[config.mk]
export PLATFORM = sky130hd
export DESIGN_NAME = pixel_fb_writer
export DESIGN_NICKNAME = d
export VERILOG_FILES = /design/src/rtl/pixel_fb_writer.sv
export SDC_FILE = /design/constraint.sdc
export NUM_CORES = 1
export LEC_CHECK = 0
export CAP_MARGIN = 20
export CORE_MARGIN = 2
export CORE_UTILIZATION = 46
export DETAILED_ROUTE_END_ITERATION = 6
export MAX_ROUTING_LAYER = met4
export PLACE_DENSITY = 0.67
export SLEW_MARGIN = 25
export SYNTH_ARGS = -nofsm -noshare
export SYNTH_HDL_FRONTEND = slang
export SYNTH_SLANG_ARGS = --single-unit
[constraint.sdc]
create_clock -name clk -period 2.5 [get_ports clk]
set_input_delay 0.5 -clock clk [delete_from_list [all_inputs] [get_ports clk]]
set_output_delay 0.5 -clock clk [all_outputs]
set_load 0.02 [all_outputs]
[src/rtl/pixel_fb_writer.sv]
// Pixel framebuffer writer: range-checks plot requests, buffers them in a 4-deep FIFO
// and drains one write per granted cycle. Optional clip counter under PIXEL_CLIP_COUNT_EN.
module pixel_fb_writer (
  input  logic        clk,
  input  logic        rst_n,
  input  logic [7:0]  in_x,
  input  logic [6:0]  in_y,
  input  logic [2:0]  in_colour,
  input  logic        in_plot,
  output logic        in_ready,
  input  logic        mem_grant,
  output logic [14:0] mem_addr,
  output logic [2:0]  mem_data,
  output logic        mem_we,
  input  logic        overflow_clr,
  output logic        overflow,
  output logic        busy
`ifdef PIXEL_CLIP_COUNT_EN
  ,
  output logic [15:0] clip_count
`endif
);

  localparam int DEPTH = 4;

  logic [17:0] fifo_mem [DEPTH];
  logic [1:0]  wr_ptr;
  logic [1:0]  rd_ptr;
  logic [2:0]  count;
  logic [2:0]  count_next;

  logic        in_range;
  logic        full;
  logic        push;
  logic        pop;
  logic        drop;
  logic [14:0] y_ext;
  logic [14:0] push_addr;

  // row*160 built as row*128 + row*32 to avoid a multiplier
  assign y_ext     = {8'd0, in_y};
  assign push_addr = (y_ext << 7) + (y_ext << 5) + {7'd0, in_x};

  assign in_range = (in_x < 8'd160) && (in_y < 7'd120);
  assign full     = (count == 3'd4);
  assign push     = in_plot && in_range && !full;
  assign drop     = in_plot && in_range && full;
  assign pop      = (count != 3'd0) && mem_grant;

  assign in_ready = !full;
  assign busy     = (count != 3'd0) || mem_we;

  always_comb begin
    count_next = count;
    if (push && !pop) begin
      count_next = count + 3'd1;
    end else if (pop && !push) begin
      count_next = count - 3'd1;
    end
  end

  always_ff @(posedge clk) begin
    if (push) begin
      fifo_mem[wr_ptr] <= {push_addr, in_colour};
    end
  end

  always_ff @(posedge clk or negedge rst_n) begin
    if (!rst_n) begin
      wr_ptr <= 2'd0;
      rd_ptr <= 2'd0;
      count  <= 3'd0;
    end else begin
      count <= count_next;
      if (push) begin
        wr_ptr <= wr_ptr + 2'd1;
      end
      if (pop) begin
        rd_ptr <= rd_ptr + 2'd1;
      end
    end
  end

  // Write port registers hold their last values while idle
  always_ff @(posedge clk or negedge rst_n) begin
    if (!rst_n) begin
      mem_we   <= 1'b0;
      mem_addr <= 15'd0;
      mem_data <= 3'd0;
    end else begin
      mem_we <= pop;
      if (pop) begin
        mem_addr <= fifo_mem[rd_ptr][17:3];
        mem_data <= fifo_mem[rd_ptr][2:0];
      end
    end
  end

  // A drop at the same edge as a clear keeps the flag set
  always_ff @(posedge clk or negedge rst_n) begin
    if (!rst_n) begin
      overflow <= 1'b0;
    end else if (drop) begin
      overflow <= 1'b1;
    end else if (overflow_clr) begin
      overflow <= 1'b0;
    end
  end

`ifdef PIXEL_CLIP_COUNT_EN
  always_ff @(posedge clk or negedge rst_n) begin
    if (!rst_n) begin
      clip_count <= 16'd0;
    end else if (overflow_clr) begin
      clip_count <= 16'd0;
    end else if (in_plot && !in_range && (clip_count != 16'hFFFF)) begin
      clip_count <= clip_count + 16'd1;
    end
  end
`endif

endmodule
==> results of run 1 <==
power by group:
| group | switching (W) | internal [W] | total (W) |
|---|---|---|---|
| logic | 0.000911 | 0.000949 | 0.00186 |
| clock network | 0.000570 | 0.000410 | 0.000980 |
| registers | 0.000211 | 0.00218 | 0.00239 |
worst max-delay path, stage by stage, from the launching register on:
cell,delay [ns]
dfrtp_2,0.48
or4_1,0.54
clkdlybuf4s50_1,0.55
stage by stage:
step	power, W	util (%)	TNS [ns]	instance area (um2)	instances
final	0.005229	59.32	0	5199	446
after global routing	0.005538	59.32	0	5199	446
after CTS	0.005274	58.52	0	5129	446
after detailed placement	0.004285	56.13	-12.07	4918	430
after global placement	0.004247	56.13	-11.07	4918	430
after floorplan	0.003592	-	0	4183	262
cell usage in the layout (no fill, tap or decap), drive strengths merged, types with 3 or more instances in the layout:
cell	Yosys	layout
inv	12	16
and2	4	4
edfxtp	72	72
xor2	3	3
dfrtp	27	27
clkdlybuf4s50	0	42
o211ai	3	3
mux4	18	18
xnor2	9	9
fa	3	3
ha	18	18
buf	8	24
nand2	59	59
o21ai	3	3
a21oi	7	7
nor2	3	3
clkbuf	0	10
logic make-up after synthesis:
family                     count (synthesis)
AOI/OAI and AO/OA                         15
adders and majority gates                 21
buffers and inverters                     20
muxes                                     20
xor gates and xnor gates                  12
and+or+nand+nor                           75
DFF                                       99
layout make-up:
cell class	instances	area (um2)
tap	108	135.1
sequential	99	2839
clock inverter	6	55.05
multi-input combinational	143	1324
fill	690	3565
inverter	12	45.04
clock buffer	10	137.6
timing repair buffer	68	663.1
final timing paths:
| path | end | start | cells after the start | slack (ns) |
|---|---|---|---|---|
| min | mem_addr[12]$_DFFE_PN0P_ | mem_addr[12]$_DFFE_PN0P_ | 2 | 0.48 |
| max reg2reg | count[2]$_DFFE_PN0P_ | count[0]$_DFFE_PN0P_ | 7 | 0.63 |
| min reg2reg | mem_addr[12]$_DFFE_PN0P_ | mem_addr[12]$_DFFE_PN0P_ | 2 | 0.48 |
| max in group asynchronous | count[0]$_DFFE_PN0P_ | rst_n | 2 | 1.70 |
| min in group asynchronous | mem_addr[3]$_DFFE_PN0P_ | rst_n | 2 | 0.50 |
| max | busy | count[0]$_DFFE_PN0P_ | 2 | 0.06 |
sequential cells by signal, summed over array words and instances (netlist names):
register,count
wr_ptr,2
mem_addr,15
rd_ptr,2
mem_data,3
mem_we,1
count,3
overflow,1
fifo_mem,72
layer usage:
layer  track usage [%]  wire, um  share of wire [%]  vias to the layer above
met2             26.04      3605                 51                       46
met4             6.322       108                1.5                        0
met5                 -         0                  0                        -
li1                  -         -                  -                     1097
met3             3.092       242                3.4                        9
met1             19.34      3076                 44                     1168
repair_timing:
action                     in CTS  in global routing
cloned                          0                  0
pin swaps                       2                  8
resized for setup               5                 14
setup endpoints to repair      24                 25
==> Flow_metrics.wiki, run 1 <==
{| class="wikitable"
! Metric !! Value
|-
| Outcome || complete, no violations
|-
| Layout overhead on the synthesized area || 24.29%
|-
| DRC Markers || 0
|-
| Total of warnings raised by yosys || 0
|-
| Sequential area share after synthesis || just under 70%
|-
| Lkg Pwr || between 2 and 2.5 nW
|-
| Cells after Synth || 262
|-
| Synthesized Nets || between 300 and 400
|-
| Share of Yosys cell area claimed by the top area cell type || approximately half
|-
| Number of design-rule violations left by the first detailed-router iteration || 99
|-
| Synthesized area per cell || 15.96 um2
|-
| Deepest level of the CTS H-tree || 3
|-
| Simple logic cell fraction of the synthesized area || around 7.6%
|-
| Slack of the critical path || 0.06396 ns
|-
| TritonCTS sink count || between 90 and 100
|-
| Combinational family with the most area after synthesis || multiplexers
|-
| Ports placed on the boundary || 45
|-
| Max-slew violation total from the final report || 0
|-
| Slew at the pin closest to its max-slew limit || slightly below 0.4 ns
|-
| Min cycle time layout || around 2.4 ns
|-
| Hold-fix buffer count after cts || 0
|-
| Clock Pin Slew Worst Setup and Hold Paths || 0.09 ns
|-
| Max capacitance violation total || 0
|-
| Library cell with the largest summed area after synthesis || edfxtp_1
|-
| Final Hold Vio Count || 0
|-
| Worst setup path class || flip-flop to output pin
|-
| Post-Place Setup Slack || -0.5378 ns
|-
| Hold Crit Class || flip-flop to flip-flop
|-
| Chip width || 99.36 um
|-
| Critical Path AT || between 1.5 and 2 ns
|-
| Clock tree from TritonCTS || built
|-
| Gp weighted congestion || 0.7254
|-
| CP required || ~2.0 ns
|-
| Worst ir drop on vdd || roughly 0.00046 V
|-
| Commonest cells post-synth || 72 x edfxtp_1, 58 x nand2_1, 27 x dfrtp_1
|-
| Number of failing setup endpoints in the final timing report || 0
|-
| Initial cell density of the core || a little under half
|-
| Final layout net count || between 300 and 400
|-
| Most repeated cell in the gate-level netlist after synthesis || edfxtp_1
|-
| Average wire per standard cell || 15.77 um
|-
| Final global-route overflow total || 0
|-
| Total detailed-routing wirelength || between 7000 and 8000 um
|-
| Buffer cell driving the clock tree root || clkbuf_8
|-
| XOR/XNOR share of the synthesized area || roughly 2.5%
|-
| Worst slew margin || between 70% and 80%
|-
| Vertical die dimension || slightly below 100 um
|-
| Global-route usage over all layers || between 15 and 20%
|-
| Share of layout cells above drive strength 1 || 23.96%
|-
| Count of inserted antenna diode cells || 0
|-
| Die outline area || ~10000 um2
|-
| Adder and majority cell fraction of the synthesized area || between 6 and 7%
|-
| Global-route wire length before repair || 11480 um
|-
| Site Rows || 34
|-
| Fraction of the mapped netlist area in compound gates || 2.483%
|-
| Routed Antenna Nets || 0
|-
| Pin count of the biggest net entering global routing || 28
|-
| Startpoint type of the worst setup path || flip-flop
|-
| Clock latency of the later-clocked register in the worst-skew pair || approximately 0.36 ns
|-
| Share of flip-flops with an asynchronous set or reset || 27.27%
|-
| Worst slack on hold paths || a little under 0.5 ns
|-
| PD cells || 1006 nW/um2
|-
| Core ar. || a little under 9000 um2
|-
| Port-buffer cells || 44
|-
| Number of global-route vias before repair || roughly 2400
|-
| Flop and latch count out of synthesis || 99
|-
| Crit Path Max Fanout || 5
|-
| RSZ-0062 raised after global routing || no
|-
| Via-to-Cell Ratio || around 5.2
|-
| Dpl hpwl || 4785 um
|-
| Count of distinct cell types in the synthesized netlist || 33
|-
| Buffer depth of the longest clock path || 2
|-
| Timing-limited maximum frequency || 0.4105 GHz
|-
| TritonCTS buffer count || 9
|-
| Post-CTS setup-driven buffer insertion count || 0
|-
| Fraction of the cycle the final worst path needs || between 90% and 100%
|-
| Maximum clock skew at final layout || roughly 0.0093 ns
|-
| Number of antenna violations at the first check in global routing || 0
|-
| Multiplexer share of the synthesized area || 10.32%
|-
| Predominant post-synthesis flop cell || edfxtp_1
|-
| Number of iterations in the first detailed-routing pass || 4
|-
| Top area cells in the synthesized netlist || edfxtp_1 52%, dfrtp_1 16%, mux4_2 9.7%
|-
| Post-synth EDFFs || 72
|-
| Synthesized cell area || 4183 um2
|-
| Total via count after detailed routing || approximately 2300
|-
| Critical Path End Type || output pin
|}
Note: power is estimated with default switching activity, not from simulation.
==> run 2, diff against run 1 <==
--- a/config.mk
+++ b/config.mk
@@ -11,6 +11,7 @@
 export DETAILED_ROUTE_END_ITERATION = 6
 export MAX_ROUTING_LAYER = met4
 export PLACE_DENSITY = 0.67
+export SKIP_CTS_REPAIR_TIMING = 1
 export SLEW_MARGIN = 25
 export SYNTH_ARGS = -nofsm -noshare
 export SYNTH_HDL_FRONTEND = slang
==> Flow_metrics.wiki, run 2 (synthesized netlist as in run 1, its figures left out) <==
{| class="wikitable"
! Metric !! Value
|-
| Global-route usage over all layers || 15.78% (about the same)
|-
| Timing-limited maximum frequency || 0.4106 GHz (about the same)
|-
| Chip width || 99.36 um (unchanged)
|-
| Registers with the most flip-flops || fifo_mem (72), mem_addr (15)
|-
| Clock Pin Slew Worst Setup and Hold Paths || 0.10 ns (about the same)
|-
| Maximum clock skew at final layout || 0.009412 ns (+0.0001188 ns)
|-
| Buffer depth of the longest clock path || 2 (unchanged)
|-
| Fillers || 695 (+0.72%)
|-
| Lkg Pwr || 2.038 nW (+0.10%)
|-
| Buffer cell driving the clock tree root || clkbuf_8
|-
| Worst ir drop on vdd || 0.0004574 V (-0.29%)
|-
| Critical Path AT || 1.94 ns (about the same)
|-
| Final layout net count || 377 (unchanged)
|-
| Register-to-Register Path Depth || 7 (unchanged)
|-
| Area used by multi-input combinational logic || 1321 um2 (-0.19%)
|-
| Fraction of the cycle the final worst path needs || 97.42% (about the same)
|-
| Number of iterations in the first detailed-routing pass || 4 (unchanged)
|-
| Gp weighted congestion || 0.7254 (unchanged)
|-
| Number of antenna violations at the first check in global routing || 0 (unchanged)
|-
| Critical Path End Type || output pin
|-
| Via-to-Cell Ratio || 5.191 (-0.22%)
|-
| Number of global-route vias before repair || 2361 (+0.17%)
|-
| Total via count after detailed routing || 2315 (-0.22%)
|-
| Routed Antenna Nets || 0 (unchanged)
|-
| Ports placed on the boundary || 45 (unchanged)
|-
| Final Hold Vio Count || 0 (unchanged)
|-
| CP required || 2.00 ns (about the same)
|-
| Die outline area || 9871 um2 (unchanged)
|-
| TritonCTS sink count || 99 (unchanged)
|-
| Max capacitance violation total || 0 (unchanged)
|-
| Clock latency of the later-clocked register in the worst-skew pair || 0.36 ns (about the same)
|-
| Slack of the critical path || 0.06450 ns (+0.0005398 ns)
|-
| PD cells || 1007 nW/um2 (about the same)
|-
| Initial cell density of the core || 47.73% (unchanged)
|-
| Number of design-rule violations left by the first detailed-router iteration || 105 (+6.1%)
|-
| DRC Markers || 0 (unchanged)
|-
| Max FFs per register || 72 (unchanged)
|-
| Crit Path Max Fanout || 5 (unchanged)
|-
| Slew at the pin closest to its max-slew limit || 0.3933 ns (+0.0007567 ns)
|-
| Global-route wire length before repair || 11470 um (about the same)
|-
| Hold Crit Class || flip-flop to flip-flop
|-
| Min cycle time layout || 2.436 ns (-0.0005398 ns)
|-
| Core ar. || 8763 um2 (unchanged)
|-
| Total detailed-routing wirelength || 7078 um (+0.65%)
|-
| Number of failing setup endpoints in the final timing report || 0 (unchanged)
|-
| Count of inserted antenna diode cells || 0 (unchanged)
|-
| Port-buffer cells || 44 (unchanged)
|-
| Deepest level of the CTS H-tree || 3 (unchanged)
|-
| Startpoint type of the worst setup path || flip-flop
|-
| Site Rows || 34 (unchanged)
|-
| Post-Place Setup Slack || -0.5378 ns (unchanged)
|-
| Hold Path Stages || 2 (unchanged)
|-
| Final standard cell utilization of the core || 59.29% (about the same)
|-
| Outcome || complete, no violations
|-
| Clock tree from TritonCTS || built
|-
| Dpl hpwl || 4785 um (unchanged)
|-
| Layout overhead on the synthesized area || 24.23% (about the same)
|-
| Average wire per standard cell || 15.87 um (+0.65%)
|-
| Storage cell area || 2839 um2 (unchanged)
|-
| Pin count of the biggest net entering global routing || 28 (unchanged)
|-
| Share of layout cells above drive strength 1 || 23.67% (-0.30 points)
|-
| Most frequent standard cell in the layout excluding fill and tap cells || edfxtp_1
|-
| Register ranked first by flip-flop count || fifo_mem
|-
| Vertical die dimension || 99.36 um (unchanged)
|-
| Most used cells in the layout excluding fill and tap cells || 72 x edfxtp_1, 58 x nand2_1, 42 x clkdlybuf4s50_1, 26 x dfrtp_1, 21 x buf_4
|-
| TritonCTS buffer count || 9 (unchanged)
|-
| Sum of internal, switching and leakage power || 0.005231 W (about the same)
|-
| Worst slew margin || 73.78% (about the same)
|-
| Max-slew violation total from the final report || 0 (unchanged)
|-
| Worst setup path class || flip-flop to output pin
|-
| Final global-route overflow total || 0 (unchanged)
|-
| Setup TNS after final layout || 0 ns (unchanged)
|}
## run 2: cell counts in the layout (fill, tap and decap cells not counted)
Identical to the previous run, type by type.
## run 2: final cells by class
type	count	share of cell area, %
Clock buffer	10	2.649
Clock inverter	6	1.059
Inverter	12	0.8668
Multi-Input combinational cell	143	25.43
Sequential cell	99	54.64
Tap cell	108	2.601
Timing Repair Buffer	68	12.76
## run 2: worst max-delay path, stage by stage (launching register included)
cell	delay (ns)
dfrtp_2	0.48
or4_1	0.54
clkdlybuf4s50_1	0.55
## run 2: final timing paths
path                                      endpoint                     from  slack, ns
setup / recovery                              busy     count[0]$_DFFE_PN0P_       0.06
hold / removal             mem_addr[1]$_DFFE_PN0P_  mem_addr[1]$_DFFE_PN0P_       0.48
setup reg to reg              count[2]$_DFFE_PN0P_     count[0]$_DFFE_PN0P_       0.63
hold reg to reg            mem_addr[1]$_DFFE_PN0P_  mem_addr[1]$_DFFE_PN0P_       0.48
max in group asynchronous     count[0]$_DFFE_PN0P_                    rst_n       1.70
min in group asynchronous  mem_addr[3]$_DFFE_PN0P_                    rst_n       0.50
## run 2: power breakdown
group	internal [W]	switching (W)	leakage [nW]	total, W
clock	0.000410	0.000569	0.0998	0.000979
combinational	0.000947	0.000915	0.955	0.00186
sequential	0.00218	0.000211	0.983	0.00239
## run 2: per-stage QoR
step | hold slack, ns | std cells | instance area, um2
final | 0.4806 | 446 | 5196
after global routing | 0.5002 | 446 | 5196
after CTS | 0.4847 | 446 | 5111
after detailed placement | 0.4614 | 430 | 4918
after global placement | 0.4572 | 430 | 4918
after floorplan | 0.2044 | 262 | 4183
## run 2: metal layers
| metal | track usage (%) | wire length [um] |
|---|---|---|
| met1 | 19.34 | 3090 |
| met2 | 25.99 | 3616 |
| met3 | 3.092 | 263 |
| met4 | 6.322 | 108 |
| met5 | - | 0 |
